$ cat src/rtl/event_recorder_pkg.sv
// ============================================================================
// Module      : event_recorder_pkg
// Description : Shared types and helpers for the event recorder: severity
//               encoding, level normalisation, recorder state, counter width.
// Revision    : 1.0 - initial release
// ============================================================================
`default_nettype none

package event_recorder_pkg;

    // Counter width for the error and drop statistics
    localparam int CNT_W = 16;

    // Severity encoding, ordered from least to most severe
    typedef enum logic [2:0] {
        SEV_TRACE = 3'd0,
        SEV_DEBUG = 3'd1,
        SEV_INFO  = 3'd2,
        SEV_WARN  = 3'd3,
        SEV_ERROR = 3'd4,
        SEV_FATAL = 3'd5
    } severity_t;

    // Recorder lifecycle
    typedef enum logic [1:0] {
        ST_RUN    = 2'd0,
        ST_DRAIN  = 2'd1,
        ST_HALTED = 2'd2
    } rec_state_t;

    // Codes 6 and 7 have no meaning and are folded onto TRACE
    function automatic severity_t normalize_level(input logic [2:0] raw);
        if (raw > 3'd5) begin
            return SEV_TRACE;
        end
        return severity_t'(raw);
    endfunction

endpackage

`default_nettype wire

$ cat src/rtl/event_fifo.sv
// ============================================================================
// Module      : event_fifo
// Description : Synchronous first-word-fall-through FIFO. A push is accepted
//               while full when a pop happens in the same cycle.
// Revision    : 1.0 - initial release
// ============================================================================
`default_nettype none

module event_fifo #(
    parameter int DEPTH = 16,
    parameter int WIDTH = 8,
    parameter int CW    = $clog2(DEPTH + 1)
) (
    input  logic             clk,
    input  logic             rst_n,
    input  logic             push,
    input  logic [WIDTH-1:0] wdata,
    input  logic             pop,
    output logic [WIDTH-1:0] rdata,
    output logic             full,
    output logic             empty,
    output logic [CW-1:0]    count
);

    localparam int AW = (DEPTH > 1) ? $clog2(DEPTH) : 1;

    logic [WIDTH-1:0] mem [DEPTH];
    logic [AW-1:0]    wr_ptr;
    logic [AW-1:0]    rd_ptr;
    logic             do_pop;
    logic             do_push;

    assign empty   = (count == '0);
    assign full    = (count == CW'(DEPTH));
    assign do_pop  = pop && !empty;
    assign do_push = push && (!full || do_pop);
    assign rdata   = mem[rd_ptr];

    // Storage array; contents are don't-care while empty so it has no reset
    always_ff @(posedge clk) begin
        if (do_push) begin
            mem[wr_ptr] <= wdata;
        end
    end

    // Pointers and occupancy; pointers wrap naturally since DEPTH is a power of two
    always_ff @(posedge clk or negedge rst_n) begin
        if (!rst_n) begin
            wr_ptr <= '0;
            rd_ptr <= '0;
            count  <= '0;
        end else begin
            if (do_push) begin
                wr_ptr <= wr_ptr + 1'b1;
            end
            if (do_pop) begin
                rd_ptr <= rd_ptr + 1'b1;
            end
            if (do_push && !do_pop) begin
                count <= count + 1'b1;
            end else if (do_pop && !do_push) begin
                count <= count - 1'b1;
            end
        end
    end

endmodule

`default_nettype wire

$ cat src/rtl/event_recorder.sv
// ============================================================================
// Module      : event_recorder
// Description : Timestamps, filters and buffers checker events, drains them on
//               a valid/ready stream, keeps error/drop statistics and raises a
//               sticky halt once a FATAL event has been fully drained.
//               Optional macro EVENT_RECORDER_SEQ_EN adds a per-event sequence
//               number and the out_seq port.
// Revision    : 1.0 - initial release
// ============================================================================
`default_nettype none

module event_recorder
    import event_recorder_pkg::*;
#(
    parameter int DEPTH     = 16,
    parameter int TOPIC_W   = 8,
    parameter int DATA_W    = 32,
    parameter int TS_W      = 32,
    parameter int MIN_LEVEL = 0
) (
    input  logic               clk,
    input  logic               rst_n,
    input  logic               in_valid,
    input  logic [2:0]         in_level,
    input  logic [TOPIC_W-1:0] in_topic,
    input  logic [DATA_W-1:0]  in_data,
    output logic               out_valid,
    input  logic               out_ready,
    output logic [2:0]         out_level,
    output logic [TOPIC_W-1:0] out_topic,
    output logic [DATA_W-1:0]  out_data,
    output logic [TS_W-1:0]    out_time,
    output logic [CNT_W-1:0]   error_count,
    output logic [CNT_W-1:0]   drop_count,
    output logic               halt
`ifdef EVENT_RECORDER_SEQ_EN
    ,
    output logic [15:0]        out_seq
`endif
);

`ifdef EVENT_RECORDER_SEQ_EN
    localparam int SEQ_W = 16;
`else
    localparam int SEQ_W = 0;
`endif
    localparam int ENTRY_W = SEQ_W + 3 + TOPIC_W + DATA_W + TS_W;
    localparam int CW      = $clog2(DEPTH + 1);
    // Bit n set means normalised level n passes the filter
    localparam logic [7:0] PASS_MASK = 8'hFF << MIN_LEVEL;

    rec_state_t           state;
    logic [TS_W-1:0]      timestamp;
    logic [2:0]           lvl_n;
    logic                 passes;
    logic                 accept;
    logic                 is_err;
    logic                 is_fatal;
    logic                 head_valid;
    logic                 pop;
    logic                 push;
    logic                 drop;
    logic                 fifo_full;
    logic                 fifo_empty;
    logic [CW-1:0]        fifo_count;
    logic [ENTRY_W-1:0]   wr_entry;
    logic [ENTRY_W-1:0]   rd_entry;

    assign lvl_n    = normalize_level(in_level);
    assign passes   = PASS_MASK[lvl_n];
    assign accept   = in_valid && passes && (state == ST_RUN);
    assign is_err   = (lvl_n == SEV_ERROR) || (lvl_n == SEV_FATAL);
    assign is_fatal = (lvl_n == SEV_FATAL);

    assign head_valid = !fifo_empty && (state != ST_HALTED);
    assign pop        = head_valid && out_ready;
    assign push       = accept && (!fifo_full || pop);
    assign drop       = accept && fifo_full && !pop;

`ifdef EVENT_RECORDER_SEQ_EN
    logic [15:0] seq;

    // Sequence number advances on every accepted event, stored or dropped
    always_ff @(posedge clk or negedge rst_n) begin
        if (!rst_n) begin
            seq <= '0;
        end else if (accept) begin
            seq <= seq + 1'b1;
        end
    end

    assign wr_entry = {seq, lvl_n, in_topic, in_data, timestamp};
    assign out_seq  = head_valid ? rd_entry[ENTRY_W-1 -: 16] : '0;
`else
    assign wr_entry = {lvl_n, in_topic, in_data, timestamp};
`endif

    event_fifo #(
        .DEPTH (DEPTH),
        .WIDTH (ENTRY_W),
        .CW    (CW)
    ) u_fifo (
        .clk   (clk),
        .rst_n (rst_n),
        .push  (push),
        .wdata (wr_entry),
        .pop   (pop),
        .rdata (rd_entry),
        .full  (fifo_full),
        .empty (fifo_empty),
        .count (fifo_count)
    );

    // Head fields read as zero whenever nothing is presented
    assign out_valid = head_valid;
    assign out_time  = head_valid ? rd_entry[TS_W-1:0] : '0;
    assign out_data  = head_valid ? rd_entry[TS_W +: DATA_W] : '0;
    assign out_topic = head_valid ? rd_entry[TS_W+DATA_W +: TOPIC_W] : '0;
    assign out_level = head_valid ? rd_entry[TS_W+DATA_W+TOPIC_W +: 3] : '0;

    // Free-running cycle timestamp, held at all-ones instead of wrapping
    always_ff @(posedge clk or negedge rst_n) begin
        if (!rst_n) begin
            timestamp <= '0;
        end else if (timestamp != '1) begin
            timestamp <= timestamp + 1'b1;
        end
    end

    // Saturating statistics counters
    always_ff @(posedge clk or negedge rst_n) begin
        if (!rst_n) begin
            error_count <= '0;
            drop_count  <= '0;
        end else begin
            if (accept && is_err && (error_count != '1)) begin
                error_count <= error_count + 1'b1;
            end
            if (drop && (drop_count != '1)) begin
                drop_count <= drop_count + 1'b1;
            end
        end
    end

    // Lifecycle: a FATAL stops intake, halt rises the cycle after the last pop
    always_ff @(posedge clk or negedge rst_n) begin
        if (!rst_n) begin
            state <= ST_RUN;
            halt  <= 1'b0;
        end else begin
            case (state)
                ST_RUN: begin
                    if (accept && is_fatal) begin
                        state <= ST_DRAIN;
                    end
                end
                ST_DRAIN: begin
                    if (fifo_empty || (pop && (fifo_count == CW'(1)))) begin
                        state <= ST_HALTED;
                        halt  <= 1'b1;
                    end
                end
                ST_HALTED: begin
                    halt <= 1'b1;
                end
                default: begin
                    state <= ST_HALTED;
                    halt  <= 1'b1;
                end
            endcase
        end
    end

endmodule

`default_nettype wire

$ cat config.mk
export PLATFORM = sky130hd
export DESIGN_NAME = event_recorder
export DESIGN_NICKNAME = d
export VERILOG_FILES = /design/src/rtl/event_recorder_pkg.sv /design/src/rtl/event_fifo.sv /design/src/rtl/event_recorder.sv
export SDC_FILE = /design/constraint.sdc
export NUM_CORES = 1
export LEC_CHECK = 0
export ABC_AREA = 1
export BUFFER_PORTS_ARGS = -buffer_cell sky130_fd_sc_hd__buf_2
export CAP_MARGIN = 25
export CORE_MARGIN = 2
export CORE_UTILIZATION = 30
export CTS_CLUSTER_DIAMETER = 200
export CTS_CLUSTER_SIZE = 20
export DETAILED_ROUTE_END_ITERATION = 8
export GPL_TIMING_DRIVEN = 0
export MAX_ROUTING_LAYER = met4
export PLACE_DENSITY = 0.56
export SYNTH_ARGS = -nofsm -noshare
export SYNTH_HDL_FRONTEND = slang
export SYNTH_SLANG_ARGS = --single-unit
$ cat constraint.sdc
create_clock -name clk -period 10 [get_ports clk]
set_input_delay 1 -clock clk [delete_from_list [all_inputs] [get_ports clk]]
set_output_delay 1 -clock clk [all_outputs]
set_load 0.01 [all_outputs]
Yosys cells after proc, flatten, opt, wreduce, memory -nomap -nowiden
Memories as Yosys holds them, arrays and structs flattened.
Index checks and enable logic that the tools add are counted.
{ "totals": {"regBits": 80, "ramBits": 1200, "mem_bits_ro": 8, "output_inout_bits": 109, "word_cells": 80, "n_memories": 2} }
{ "mem_list": {"columns": ["memory", "depth", "width", "rd", "rd_ports_with_merged_regs", "write_ports", "line_no", "rtl"], "rows": [
  ["u_fifo.mem", 16, 75, 1, 0, 1, "event_fifo.sv:27", "logic [WIDTH-1:0] mem [DEPTH];"],
  ["(name not given)", 8, 1, 1, 0, 0, "event_recorder.sv:70", "assign passes = PASS_MASK[lvl_n];"]
]} }
{ "classes": {"addsub": 7, "order_cmp": 2, "n_eq_ne": 12, "n_mux": 17, "bitwise_logic": 2, "reduce_logical": 30} }
{ "ops": {"columns": ["op", "n"], "rows": [
  ["32-bit two-way mux", 2],
  ["16-bit by 1-bit adder with 16-bit output, second input constant", 2],
  ["32-bit by 1-bit adder with 32-bit output, second input constant", 1],
  ["16-bit != test, second input constant", 2],
  ["32-bit != test, second input constant", 1],
  ["1-bit logical AND", 16],
  ["5-bit two-way mux", 2],
  ["3-bit two-way mux", 3],
  ["4-bit by 1-bit adder with 4-bit output, second input constant", 2],
  ["8-bit two-way mux", 1],
  ["3-bit equality test, second input constant", 2],
  ["2-bit case mux with 3 select lines", 1],
  ["5-bit by 1-bit adder with 5-bit output, second input constant", 1],
  ["5-bit by 1-bit equality test with 1-bit output, second input constant", 1],
  ["5-bit equality test, second input constant", 1],
  ["1-bit zero test", 5],
  ["5-bit zero test", 1],
  ["1-bit two-way mux", 5],
  ["5-bit by 1-bit subtractor with 5-bit output, second input constant", 1],
  ["1-bit logical OR", 4],
  ["3-bit by 4-bit less-than comparator with 1-bit output, second input constant", 1],
  ["2-bit two-way mux", 2],
  ["2-bit != test, second input constant", 2],
  ["3-bit greater-than comparator, second input constant", 1],
  ["9 further kinds", 10]
]} }

Depth between registers and ports, before layout
{ "logic_depth": {"word_depth": 13, "ltp_mapped": 14, "ltp_nobuf": 14} }

Hierarchy
From an unflattened synthesis, not the netlist that was laid out.
{ "hier_totals": {"cells_unflattened": 5542, "hier_area_um2": 55485.7} }
{ "modules_own_cells": {"columns": ["module", "instances", "cells_per_inst", "area_per_inst_um2", "seq_area_each_um2"], "rows": [
  ["event_fifo", 1, 4794, 50797.5, 36359.9],
  ["event_recorder", 1, 748, 4688.2, 1676.6]
]} }

Worst setup path before layout
OpenSTA, ideal clock, no wires.
{ "synth_timing": {"path_kind": "input to register", "startpoint": "input port out_ready", "endpoint": "memory u_fifo.mem[0][0] in the netlist's numbering, enable pin", "setup_ns": 0.509, "arrival_ns": 4.633, "required_ns": 9.491, "slack_ns": 4.858, "stages": 6, "n_path_buf": 0, "path_cell_list": "nand3_2 > nand2_1 > nand2_1 > inv_2 > nand2_1 > nor2_1"} }
{ "synth_via": {"elab_chain_len": 6, "elab_cells_between_ends": 8, "classes_between": "2 x mux; 6 x reduce/logical"} }
{ "synth_lines": {"columns": ["element", "line_no", "rtl"], "rows": [
  ["start: declaration", "event_recorder.sv:28", "input logic out_ready,"],
  ["1-bit logical AND (*)", "event_recorder.sv:76", "assign pop = head_valid && out_ready;"],
  ["1-bit logical OR or 1-bit logical AND (tied branches)", "event_recorder.sv:77, event_fifo.sv:35", null],
  ["1-bit logical AND or 1-bit logical OR (tied branches)", "event_recorder.sv:77, event_fifo.sv:36", null],
  ["1-bit logical AND (*)", "event_fifo.sv:36", "assign do_push = push && (!full || do_pop);"],
  ["via u_fifo.do_push", "event_fifo.sv:31", "logic do_push;"],
  ["1-bit two-way mux (*)", "event_fifo.sv:41", "if (do_push) begin"],
  ["1-bit two-way mux (implied by the code) (*)", "event_fifo.sv:42", "mem[wr_ptr] <= wdata;"],
  ["end: declaration", "event_fifo.sv:27", null]
]} }
The timed path passes the listed nets; every way through them passes the cells marked *.

Worst setup path after layout
{ "layout_timing": {"startpoint": "register u_fifo.rd_ptr[1]", "endpoint": "output port out_time[14]"} }
{ "layout_via": {"elab_chain_len": 2} }
{ "layout_lines": {"columns": ["element", "line_no", "rtl"], "rows": [
  ["start: declaration", "event_fifo.sv:29", "logic [AW-1:0] rd_ptr;"],
  ["start signal: assignment", "event_fifo.sv:57", "rd_ptr <= rd_ptr + 1'b1;"],
  ["memory read 16 x 75 bit", null, null],
  ["32-bit two-way mux", "event_recorder.sv:116", "assign out_time = head_valid ? rd_entry[TS_W-1:0] : '0;"],
  ["end: declaration", "event_recorder.sv:32", "output logic [TS_W-1:0] out_time,"]
]} }
Every way passes these cells.

==> metrics.txt <==
GRT overflow 0; critical path type flip-flop to output pin; Post-Syn Nets 5432; Post-CTS Setup Bufs 0; Clk pwr share 20.3%; Via density 4.69; I/O pin count 156; CTS buffer count 73; drt wl/cell 21.0 um; Setup WS pre-CTS 5800 ps; Crit Path Max Fanout 10; fmax 202 MHz; Remaining DRCs 0; crit path max-delay cell type clkbuf_1; switching share of total power 41.4%; Critical Path Max Stage Delay 850 ps; Pwr Density 248 nW/um2; max_cap viols 0; Yosys cell types 33; sequential cell area fraction in the yosys report 68.7%; CP dominant cell by count buf_2; PnR worst setup slack 5050 ps; DRT iter0 DRCs 4206; Final Power 15.5 mW; logic gate share of total power 40.2%; Die ar. 188000 um2; final max-slew violation count 0; initial antenna violation count 8; EDFF count, synth 1200; Synth Instances 5372; core region area 183000 um2; sequential cell area 38000 um2; post-synthesis register bit count 1280; synth cell count leaders nand2_1, edfxtp_1, nand3_1, inv_1, buf_2; vias in the first global route 36400; clock skew 33.2 ps; layout cell share with drive strength beyond 1 9.84%; Rel. slew slack 29.6%; Leakage Power 25.8 nW; final setup fails 0; synth top area cells edfxtp_1, nand2_1, nand3_1; DR vias 38300; Layout fillers 18200; share of total power in sequential cells 39.5%; Arr. time, crit path 3950 ps; CTS root buf clkbuf_16; H-tree depth 3; asr flop ratio synth 6.25%; Crit path required time 9000 ps; Die Y-Extent 434 um; predominant post-synthesis flop cell edfxtp_1; die width 434 um; CTS sink cnt 1280; Synth Warn # 0; Avg Inst Size Synth 10.3 um2; Clock Tree Buf Depth 3; Layout area overhead 13.0%; cell taking the most area after synthesis edfxtp_1; clk slew on worst S/H paths 100 ps; post-route minimum period 4950 ps; Worst Setup End Kind output pin; Port Buffers 155; worst min-delay path class primary input to asynchronous set/reset pin; final setup TNS 0 ps; outcome completed; top cell type's share of synthesized area 65.0%; multi-input combinational cell area 13600 um2; Internal Pwr Total 9.10 mW; R2R Path Start u_fifo.count[0]; net switching power 6.43 mW; worst skew pair latency 700 ps; row cnt 157; final WL 171000 um; RSZ-0062 raised after global routing false; clock tree from TritonCTS yes; dpl hpwl 116000 um; hold_buf cts 0; DRT Pass-1 Iters 6; most frequent cell after synthesis nand2_1; Final nets 5719; Fin. Hold Viols 0; largest net degree at the start of global routing 49; startpoint type of the worst setup path flip-flop; fin crit share 49.5%; first-pass GRT wire length 248000 um; number of gates resized after cts 0; Peak VDD IR 0.267 mV; GRT Util Overall 18.5%; Final ANT Viol Nets 0; Post-Syn Area 55400 um2; Worst Tran Pin Value 1060 ps; Initial Utilization 30.2%; crit-path cells buf_2 -> buf_2 -> clkbuf_1 -> nand2_1 -> nand3_1 -> nand3_1 -> a21oi_1 -> buf_2; crit path launch u_fifo.rd_ptr[1]; routability cong. 0.845
## layer usage
metal / vias up / track usage, % / wire (um) / share of wire (%)
met3: 255 / 2.30 / 11600 / 6.8
li1: 18100 / - / - / -
met5: - / - / 0 / 0
met1: 18600 / 23.7 / 71800 / 42
met4: 0 / 7.19 / 6200 / 3.6
met2: 1416 / 30.0 / 81600 / 48
## flip-flops by register name (all words and copies together) (netlist names)
register	flops
drop_count	16
error_count	16
halt	1
state	2
timestamp	32
u_fifo.count	5
u_fifo.mem	1200
u_fifo.rd_ptr	4
u_fifo.wr_ptr	4
## power by group through the flow
| stage | clock network (mW) | logic, mW | registers, mW |
|---|---|---|---|
| floorplan | 0 | 3.45 | 6.27 |
| global placement | 0 | 6.06 | 6.31 |
| detailed placement | 0 | 6.21 | 6.25 |
| CTS | 3.21 | 6.23 | 6.13 |
| global route | 3.39 | 6.76 | 6.15 |
| finish | 3.16 | 6.24 | 6.13 |
## kinds of logic after synthesis
group | Yosys count | share of synthesized area, %
AOI/OAI and AO/OA | 98 | 0.890
buffers and inverters | 940 | 6.94
adders and majority gates | 13 | 0.294
and+or+nand+nor | 3005 | 22.6
xor gates and xnor gates | 36 | 0.569
DFF | 1280 | 68.7
## final timing paths
| kind | endpoint | slack, ps | cells after the start |
|---|---|---|---|
| max | out_time[14] | 5050 | 8 |
| min | timestamp[7] | 270 | 1 |
| max reg2reg | u_fifo.mem[13][28] | 6570 | 11 |
| min reg2reg | halt | 470 | 2 |
| max in group asynchronous | u_fifo.wr_ptr[3] | 9070 | 2 |
| min in group clk | halt | 470 | 2 |
## stage by stage
stage / instance area, um2 / util [%] / std cells / hold WS (ps)
2_1_floorplan: 55400 / - / 5372 / 484
3_3_place_gp: 59300 / 32.3 / 7991 / 448
3_5_place_dp: 60500 / 33.0 / 8046 / 452
4_1_cts: 62500 / 34.1 / 8151 / 245
5_1_grt: 62600 / 34.1 / 8158 / 289
6_report: 62600 / 34.1 / 8164 / 267
## cells in the final DEF, fill, tap and decap left out, types with 5 or more instances in the layout
| cell type | Yosys | final |
|---|---|---|
| ha_1 | 13 | 13 |
| buf_4 | 16 | 18 |
| xor2_1 | 23 | 23 |
| nor3_1 | 21 | 21 |
| nand3_1 | 794 | 794 |
| nand2_1 | 2052 | 2052 |
| a21oi_1 | 76 | 76 |
| buf_16 | 0 | 5 |
| nor2_1 | 89 | 73 |
| clkbuf_1 | 45 | 71 |
| diode_2 | 0 | 11 |
| or2_2 | 5 | 5 |
| buf_12 | 0 | 45 |
| buf_6 | 4 | 6 |
| clkbuf_16 | 0 | 77 |
| inv_1 | 662 | 662 |
| buf_2 | 180 | 335 |
| inv_2 | 11 | 11 |
| edfxtp_1 | 1200 | 1200 |
| buf_1 | 20 | 19 |
| dfrtp_1 | 80 | 80 |
| nor2_4 | 3 | 19 |
| nand4_1 | 6 | 6 |
| nand3_2 | 19 | 19 |
| o21ai_0 | 19 | 19 |
| xnor2_1 | 13 | 13 |
## critical path: cells and delay by family (launching register included)
family / cells / cell delay, ps
flip-flops: 1 / 360
buffers and inverters: 4 / 1890
AO/OA/AOI/OAI: 1 / 540
AND/OR/NAND/NOR: 3 / 440
## layout make-up
class / instances / area share [%]
Timing Repair Buffer: 212 / 3.05
Multi-Input combinational cell: 3152 / 21.8
Antenna cell: 11 / 0.0440
Clock inverter: 2 / 0.0280
Inverter: 675 / 4.05
Buffer: 265 / 2.10
Clock buffer: 103 / 3.24
Tap cell: 2464 / 4.93
Sequential cell: 1280 / 60.8
No activity file was read; power rests on OpenSTA's default activity.
